<file path="src/rtl/pid_pkg.sv">
// pid_pkg: shared state encoding and width defaults for the PID term scheduler.
package pid_pkg;
    localparam int DW_DEF    = 16;
    localparam int FRAC_DEF  = 8;
    localparam int ACC_W_DEF = 2 * DW_DEF + 2;

    typedef enum logic [2:0] {IDLE, P_TERM, I_TERM, D_TERM, OUT} state_t;

    function automatic int acc_w(input int dw);
        return 2 * dw + 2;
    endfunction
endpackage

</file>
<file path="src/rtl/pid_mac.sv">
// pid_mac: single shared signed multiplier with per-term zero gate feeding a wide accumulator.
module pid_mac import pid_pkg::*; #(
    parameter int DW = DW_DEF,
    parameter int AW = ACC_W_DEF
) (
    input  logic                 clk,
    input  logic                 rst_n,
    input  logic                 clr,
    input  logic                 acc_en,
    input  logic                 gate,
    input  logic signed [DW-1:0] a,
    input  logic signed [DW:0]   b,
    output logic signed [AW-1:0] acc
);
    logic signed [2*DW:0] prod;
    logic signed [AW-1:0] term;

    // Operands sign-extended to the full product width, so the low bits are the signed product.
    assign prod = {{(DW+1){a[DW-1]}}, a} * {{DW{b[DW]}}, b};
    assign term = gate ? {{(AW-2*DW-1){prod[2*DW]}}, prod} : '0;

    always_ff @(posedge clk or negedge rst_n)
        if (!rst_n)
            acc <= '0;
        else if (clr)
            acc <= '0;
        else if (acc_en)
            acc <= acc + term;
endmodule

</file>
<file path="src/rtl/pid_term_sched.sv">
// pid_term_sched: time-multiplexed PID controller, P/I/D terms share one MAC, saturated output.
// Define PID_ANTIWINDUP_EN to freeze the integrator while the previous output saturated.
module pid_term_sched import pid_pkg::*; #(
    parameter int DW   = DW_DEF,
    parameter int FRAC = FRAC_DEF
) (
    input  logic                 clk,
    input  logic                 rst_n,
    input  logic                 start,
    input  logic signed [DW-1:0] err,
    input  logic signed [DW-1:0] kp,
    input  logic signed [DW-1:0] ki,
    input  logic signed [DW-1:0] kd,
    input  logic [2:0]           term_en,
    output logic                 busy,
    output logic                 done,
    output logic signed [DW-1:0] u_out
);
    localparam int AW = acc_w(DW);

    state_t state, next;
    logic signed [DW-1:0] err_q, kp_q, ki_q, kd_q, integ, err_prev;
    logic signed [DW-1:0] integ_sat, integ_upd, mul_a, u_next;
    logic signed [DW:0]   isum, diff, mul_b;
    logic signed [AW-1:0] acc, shifted;
    logic [2:0]           en_q;
    logic                 gate, ovf;

    always_comb begin
        next = state;
        case (state)
            IDLE:    next = start ? P_TERM : IDLE;
            P_TERM:  next = I_TERM;
            I_TERM:  next = D_TERM;
            D_TERM:  next = OUT;
            default: next = IDLE;
        endcase
    end

    assign busy      = state != IDLE;
    assign isum      = {integ[DW-1], integ} + {err_q[DW-1], err_q};
    assign integ_sat = (isum[DW] != isum[DW-1]) ? {isum[DW], {(DW-1){~isum[DW]}}} : isum[DW-1:0];
    assign diff      = {err_q[DW-1], err_q} - {err_prev[DW-1], err_prev};

`ifdef PID_ANTIWINDUP_EN
    logic sat_flag;
    assign integ_upd = sat_flag ? integ : integ_sat;
    always_ff @(posedge clk or negedge rst_n)
        if (!rst_n)
            sat_flag <= 1'b0;
        else if (state == OUT)
            sat_flag <= ovf;
`else
    assign integ_upd = integ_sat;
`endif

    assign mul_a = state == P_TERM ? kp_q : state == I_TERM ? ki_q : kd_q;
    assign mul_b = state == P_TERM ? {err_q[DW-1], err_q} :
                   state == I_TERM ? {integ_upd[DW-1], integ_upd} : diff;
    assign gate  = state == P_TERM ? en_q[0] : state == I_TERM ? en_q[1] : en_q[2];

    pid_mac #(.DW(DW), .AW(AW)) u_mac (
        .clk    (clk),
        .rst_n  (rst_n),
        .clr    (state == IDLE && start),
        .acc_en (state == P_TERM || state == I_TERM || state == D_TERM),
        .gate   (gate),
        .a      (mul_a),
        .b      (mul_b),
        .acc    (acc)
    );

    // Output fits only when all bits above the DW-bit result are sign copies.
    assign shifted = acc >>> FRAC;
    assign ovf     = !((&shifted[AW-1:DW-1]) || !(|shifted[AW-1:DW-1]));
    assign u_next  = ovf ? {shifted[AW-1], {(DW-1){~shifted[AW-1]}}} : shifted[DW-1:0];

    always_ff @(posedge clk or negedge rst_n)
        if (!rst_n) begin
            state    <= IDLE;
            done     <= 1'b0;
            u_out    <= '0;
            integ    <= '0;
            err_prev <= '0;
            err_q    <= '0;
            kp_q     <= '0;
            ki_q     <= '0;
            kd_q     <= '0;
            en_q     <= '0;
        end else begin
            state <= next;
            done  <= state == OUT;
            if (state == IDLE && start) begin
                err_q <= err;
                kp_q  <= kp;
                ki_q  <= ki;
                kd_q  <= kd;
                en_q  <= term_en;
            end
            if (state == I_TERM)
                integ <= integ_upd;
            if (state == D_TERM)
                err_prev <= err_q;
            if (state == OUT)
                u_out <= u_next;
        end
endmodule
</file>
<file path="config.mk">
export PLATFORM = sky130hd
export DESIGN_NAME = pid_term_sched
export DESIGN_NICKNAME = d
export VERILOG_FILES = /design/src/rtl/pid_pkg.sv /design/src/rtl/pid_mac.sv /design/src/rtl/pid_term_sched.sv
export SDC_FILE = /design/constraint.sdc
export NUM_CORES = 1
export LEC_CHECK = 0
export CORE_MARGIN = 2
export CORE_UTILIZATION = 30
export DETAILED_ROUTE_END_ITERATION = 6
export PLACE_DENSITY_LB_ADDON = 0.15
export SYNTH_ARGS = -nofsm -noshare
export SYNTH_HDL_FRONTEND = slang
export SYNTH_SLANG_ARGS = --single-unit
</file>
<file path="constraint.sdc">
create_clock -name clk -period 10.8 [get_ports clk]
set_input_delay 2.16 -clock clk [delete_from_list [all_inputs] [get_ports clk]]
set_output_delay 2.16 -clock clk [all_outputs]
set_load 0.03 [all_outputs]
</file>
==> results list <==
* Clock sink total: approximately 150
- The number of global-route vias before repair is about 17000.
- Sequential-to-total area share from yosys stat: 19.0%
- The floorplan step defined a core boundary enclosing 66800 um2.
- In this run the critical register-to-register path is launched from err_q[6].
* Multi-input logic area: between 15000 and 20000 um2
- Slew at the pin with the worst max-slew slack: ~1.2 ns
- The first detailed-routing pass took 5 iterations.
* Number of antenna violations at the first check in global routing: 0
* Unique cell type count in the Yosys netlist: between 90 and 100
* Data arrival time of the critical path: 10.76 ns
- Worst slack, placed: -0.146 ns
* Final HPWL from detailed placement: a little under 50000 um
- Share of layout cells above drive strength 1: about 17%
* Antenna Violating Nets Remaining: 0
* Buffers on Ports: slightly below 90
* Die extent in x: 263 um
* EDFF count, synth: 0
- Max-cap violations in this run came to 0.
* Initial DRC Count: 1000
* Cell repeated most along the worst path: sky130_fd_sc_hd__fa_1
- Data on the critical path is required at its endpoint by 11.18 ns.
* Initial core utilization: ~30%
- The worst path in the final design needs a cycle of 10.38 ns, including I/O delays and setup.
- Worst clock skew: 0.0180 ns
* Min-delay worst type: reg2reg
- Top flip-flop cell by instance count after synthesis: sky130_fd_sc_hd__dfrtp_1
* Maximum number of pins on one net before global-route repair: 71
* Remaining max-slew budget at the tightest pin: approximately a fifth
* TritonCTS clock tree: built
* Number of buffers created by CTS: 17
* Synthesized area divided by synthesized cell count: slightly above 9 um2
- For this design, the slowest cell found on the critical path is sky130_fd_sc_hd__fa_1.
* Wire length of the first global-routing pass: between 90000 and 100000 um
- Wirelength per Cell: between 15 and 20 um
* Kind of capture point of the worst setup path: register
- Post-synthesis net count: approximately 2700
* Final setup violating endpoints: 0
- Wire length reported by the detailed router: 60700 um
- The flow ran to the end, and the final reports show no timing, DRC or antenna violations.
- Total routing resource utilization after global routing: between 10% and 20%
* Final routed DRC violation total: 0
- The worst hold path begins at err_prev[1].
* Site row count: 95
* Signed area change from the synthesized netlist to the final layout: 20.5%
- Clock H-tree levels: 4
- Critical path class: reg2reg
- Dividing the final minimum period by the clock period gives between 90% and 100%.
* Unrepaired setup endpoints after global routing: yes
* I/O Pins: 88
- Synthesized area: about 20000 um2
* Final count of pins violating max slew: 0
- Die area: around 69000 um2
- Net count of the finished layout: roughly 3000
- After global routing the overflow that remains totals 0.
- Highest cell delay on the worst timing path: 0.58 ns
* Count of inserted antenna diode cells: 0
- Across all layers, the routed design uses 16100 vias.
- Together, buffers and inverters on the worst path number 8.
- Die height: approximately 260 um
- Number of flip-flops and latches in the synthesized netlist: 153
- DR vias/cell: slightly below 5
- After clock tree synthesis, the flow added hold-fix buffers numbering 0.
* Sort of element at the start of the critical path: register
- Sequential cell area: roughly 3800 um2
* Post-synthesis cell count: between 2000 and 2500
- Biggest fanout along the worst timing path: 5
* Number of warnings reported in the yosys synthesis log: 0
* Leading cell type in the layout, fill and taps excluded: sky130_fd_sc_hd__inv_1
* Final-report hold violation count: 0
* Fin worst setup slack: between 0.4 and 0.5 ns
* CP Launch Point: err_q[6]
- Count of fill cells added during filler insertion: just under 7000
- Fraction of registers with async set/reset: between 90% and 100%
- CTS placed an instance of sky130_fd_sc_hd__clkbuf_16 at the clock tree root.
- Clock transition time at the flip-flop clock pins of the worst setup and hold paths: roughly 0.070 ns
* Clock insertion delay at the later pin of the skew report: 0.50 ns
- Most frequent cells in the layout: sky130_fd_sc_hd__inv_1 (347), sky130_fd_sc_hd__fa_1 (273), sky130_fd_sc_hd__nor2_1 (218)
- CTS max path bufs: 2
* Fmax: slightly below 0.1 GHz
- Grouping stages by cell kind, the critical path spends the most delay in adder cells.
- Placer's final routability congestion estimate: 0.859
## routing by layer
metal	vias to the layer above	part of all wire [%]	track usage [%]
li1	7653	-	-
met1	8094	47	25.2
met2	324	48	30.2
met3	53	3.7	2.67
met4	0	1.7	4.43
met5	-	0	0
## path summary, 6_finish.rpt
check / to / slack, ns / cells after the start
hold reg to reg: err_prev[1] / 0.48 / 2
setup / recovery: u_mac.acc[32] / 0.42 / 47
setup reg to reg: u_mac.acc[32] / 0.42 / 47
hold / removal: err_prev[1] / 0.48 / 2
min in group asynchronous: kd_q[2] / 1.59 / 1
max in group asynchronous: u_mac.acc[31] / 7.28 / 3
## synthesized netlist by cell type, drive strengths merged, types with 27 or more instances
library cell | count | area (um2)
a31oi | 27 | 169
nand2b | 27 | 169
inv | 355 | 1330
nand3 | 32 | 160
a21o | 45 | 338
nand2 | 193 | 724
o21ai | 103 | 538
ha | 151 | 1890
fa | 279 | 5590
xor2 | 28 | 245
xnor2 | 52 | 455
nor2 | 233 | 875
nor3 | 29 | 155
clkbuf | 61 | 229
mux2 | 70 | 788
dfrtp | 153 | 3830
a21oi | 85 | 429
a22o | 29 | 254
## sequential cells by signal, indices dropped and copies added, names as in the netlist, 3 cells and up
signal / flops
en_q: 3
err_prev: 16
err_q: 16
integ: 16
kd_q: 16
ki_q: 16
kp_q: 16
state: 3
u_mac.acc: 34
u_out: 16
## stage by stage
step | utilization, % | hold WS [ns] | instance area, um2 | instances | setup TNS [ns]
after floorplan | - | 0.450 | 20100 | 2205 | 0
after global placement | 34.4 | 0.465 | 23000 | 3238 | -0.0750
final | 36.3 | 0.482 | 24300 | 3298 | 0
after detailed placement | 34.4 | 0.471 | 23000 | 3238 | -0.326
after CTS | 35.3 | 0.489 | 23600 | 3269 | 0
after global routing | 36.3 | 0.509 | 24300 | 3298 | -0.309
## cell type report
| class | count | area share [%] |
|---|---|---|
| Clock buffer | 18 | 1.81 |
| Tap cell | 873 | 4.50 |
| Timing Repair Buffer | 266 | 9.43 |
| Sequential cell | 153 | 15.8 |
| Clock inverter | 13 | 0.541 |
| Inverter | 356 | 5.52 |
| Multi-Input combinational cell | 1619 | 62.4 |
## repair_timing
item,4_1_cts,5_1_grt
pin swaps,0,66
setup buffers,0,29
setup endpoints to repair,7,14
gates resized for setup,5,118
## cell families (layout without fill, tap and decap cells)
| kind of cell | count (synthesis) | after routing | share of synthesized area [%] |
|---|---|---|---|
| multiplexers | 75 | 75 | 4.18 |
| AND/OR/NAND/NOR | 611 | 611 | 13.6 |
| flip-flops | 153 | 153 | 19.0 |
| adder cells (fa/ha/maj) | 430 | 430 | 37.1 |
| buffers and inverters | 433 | 653 | 8.11 |
| AO/OA/AOI/OAI | 423 | 423 | 14.5 |
| XOR/XNOR | 80 | 80 | 3.48 |
## worst reg2reg max path, delay by kind of cell, from the launching register on
| family | cells | cell delay, ns |
|---|---|---|
| compound gates | 16 | 3.67 |
| xor+xnor | 3 | 0.44 |
| fa+ha+maj | 10 | 3.80 |
| buf+inv | 8 | 0.66 |
| flops | 1 | 0.41 |
| simple gates | 10 | 1.30 |
Power is not shown: default switching activity piles up to over one toggle a cycle in this logic, so the estimate is an artifact.
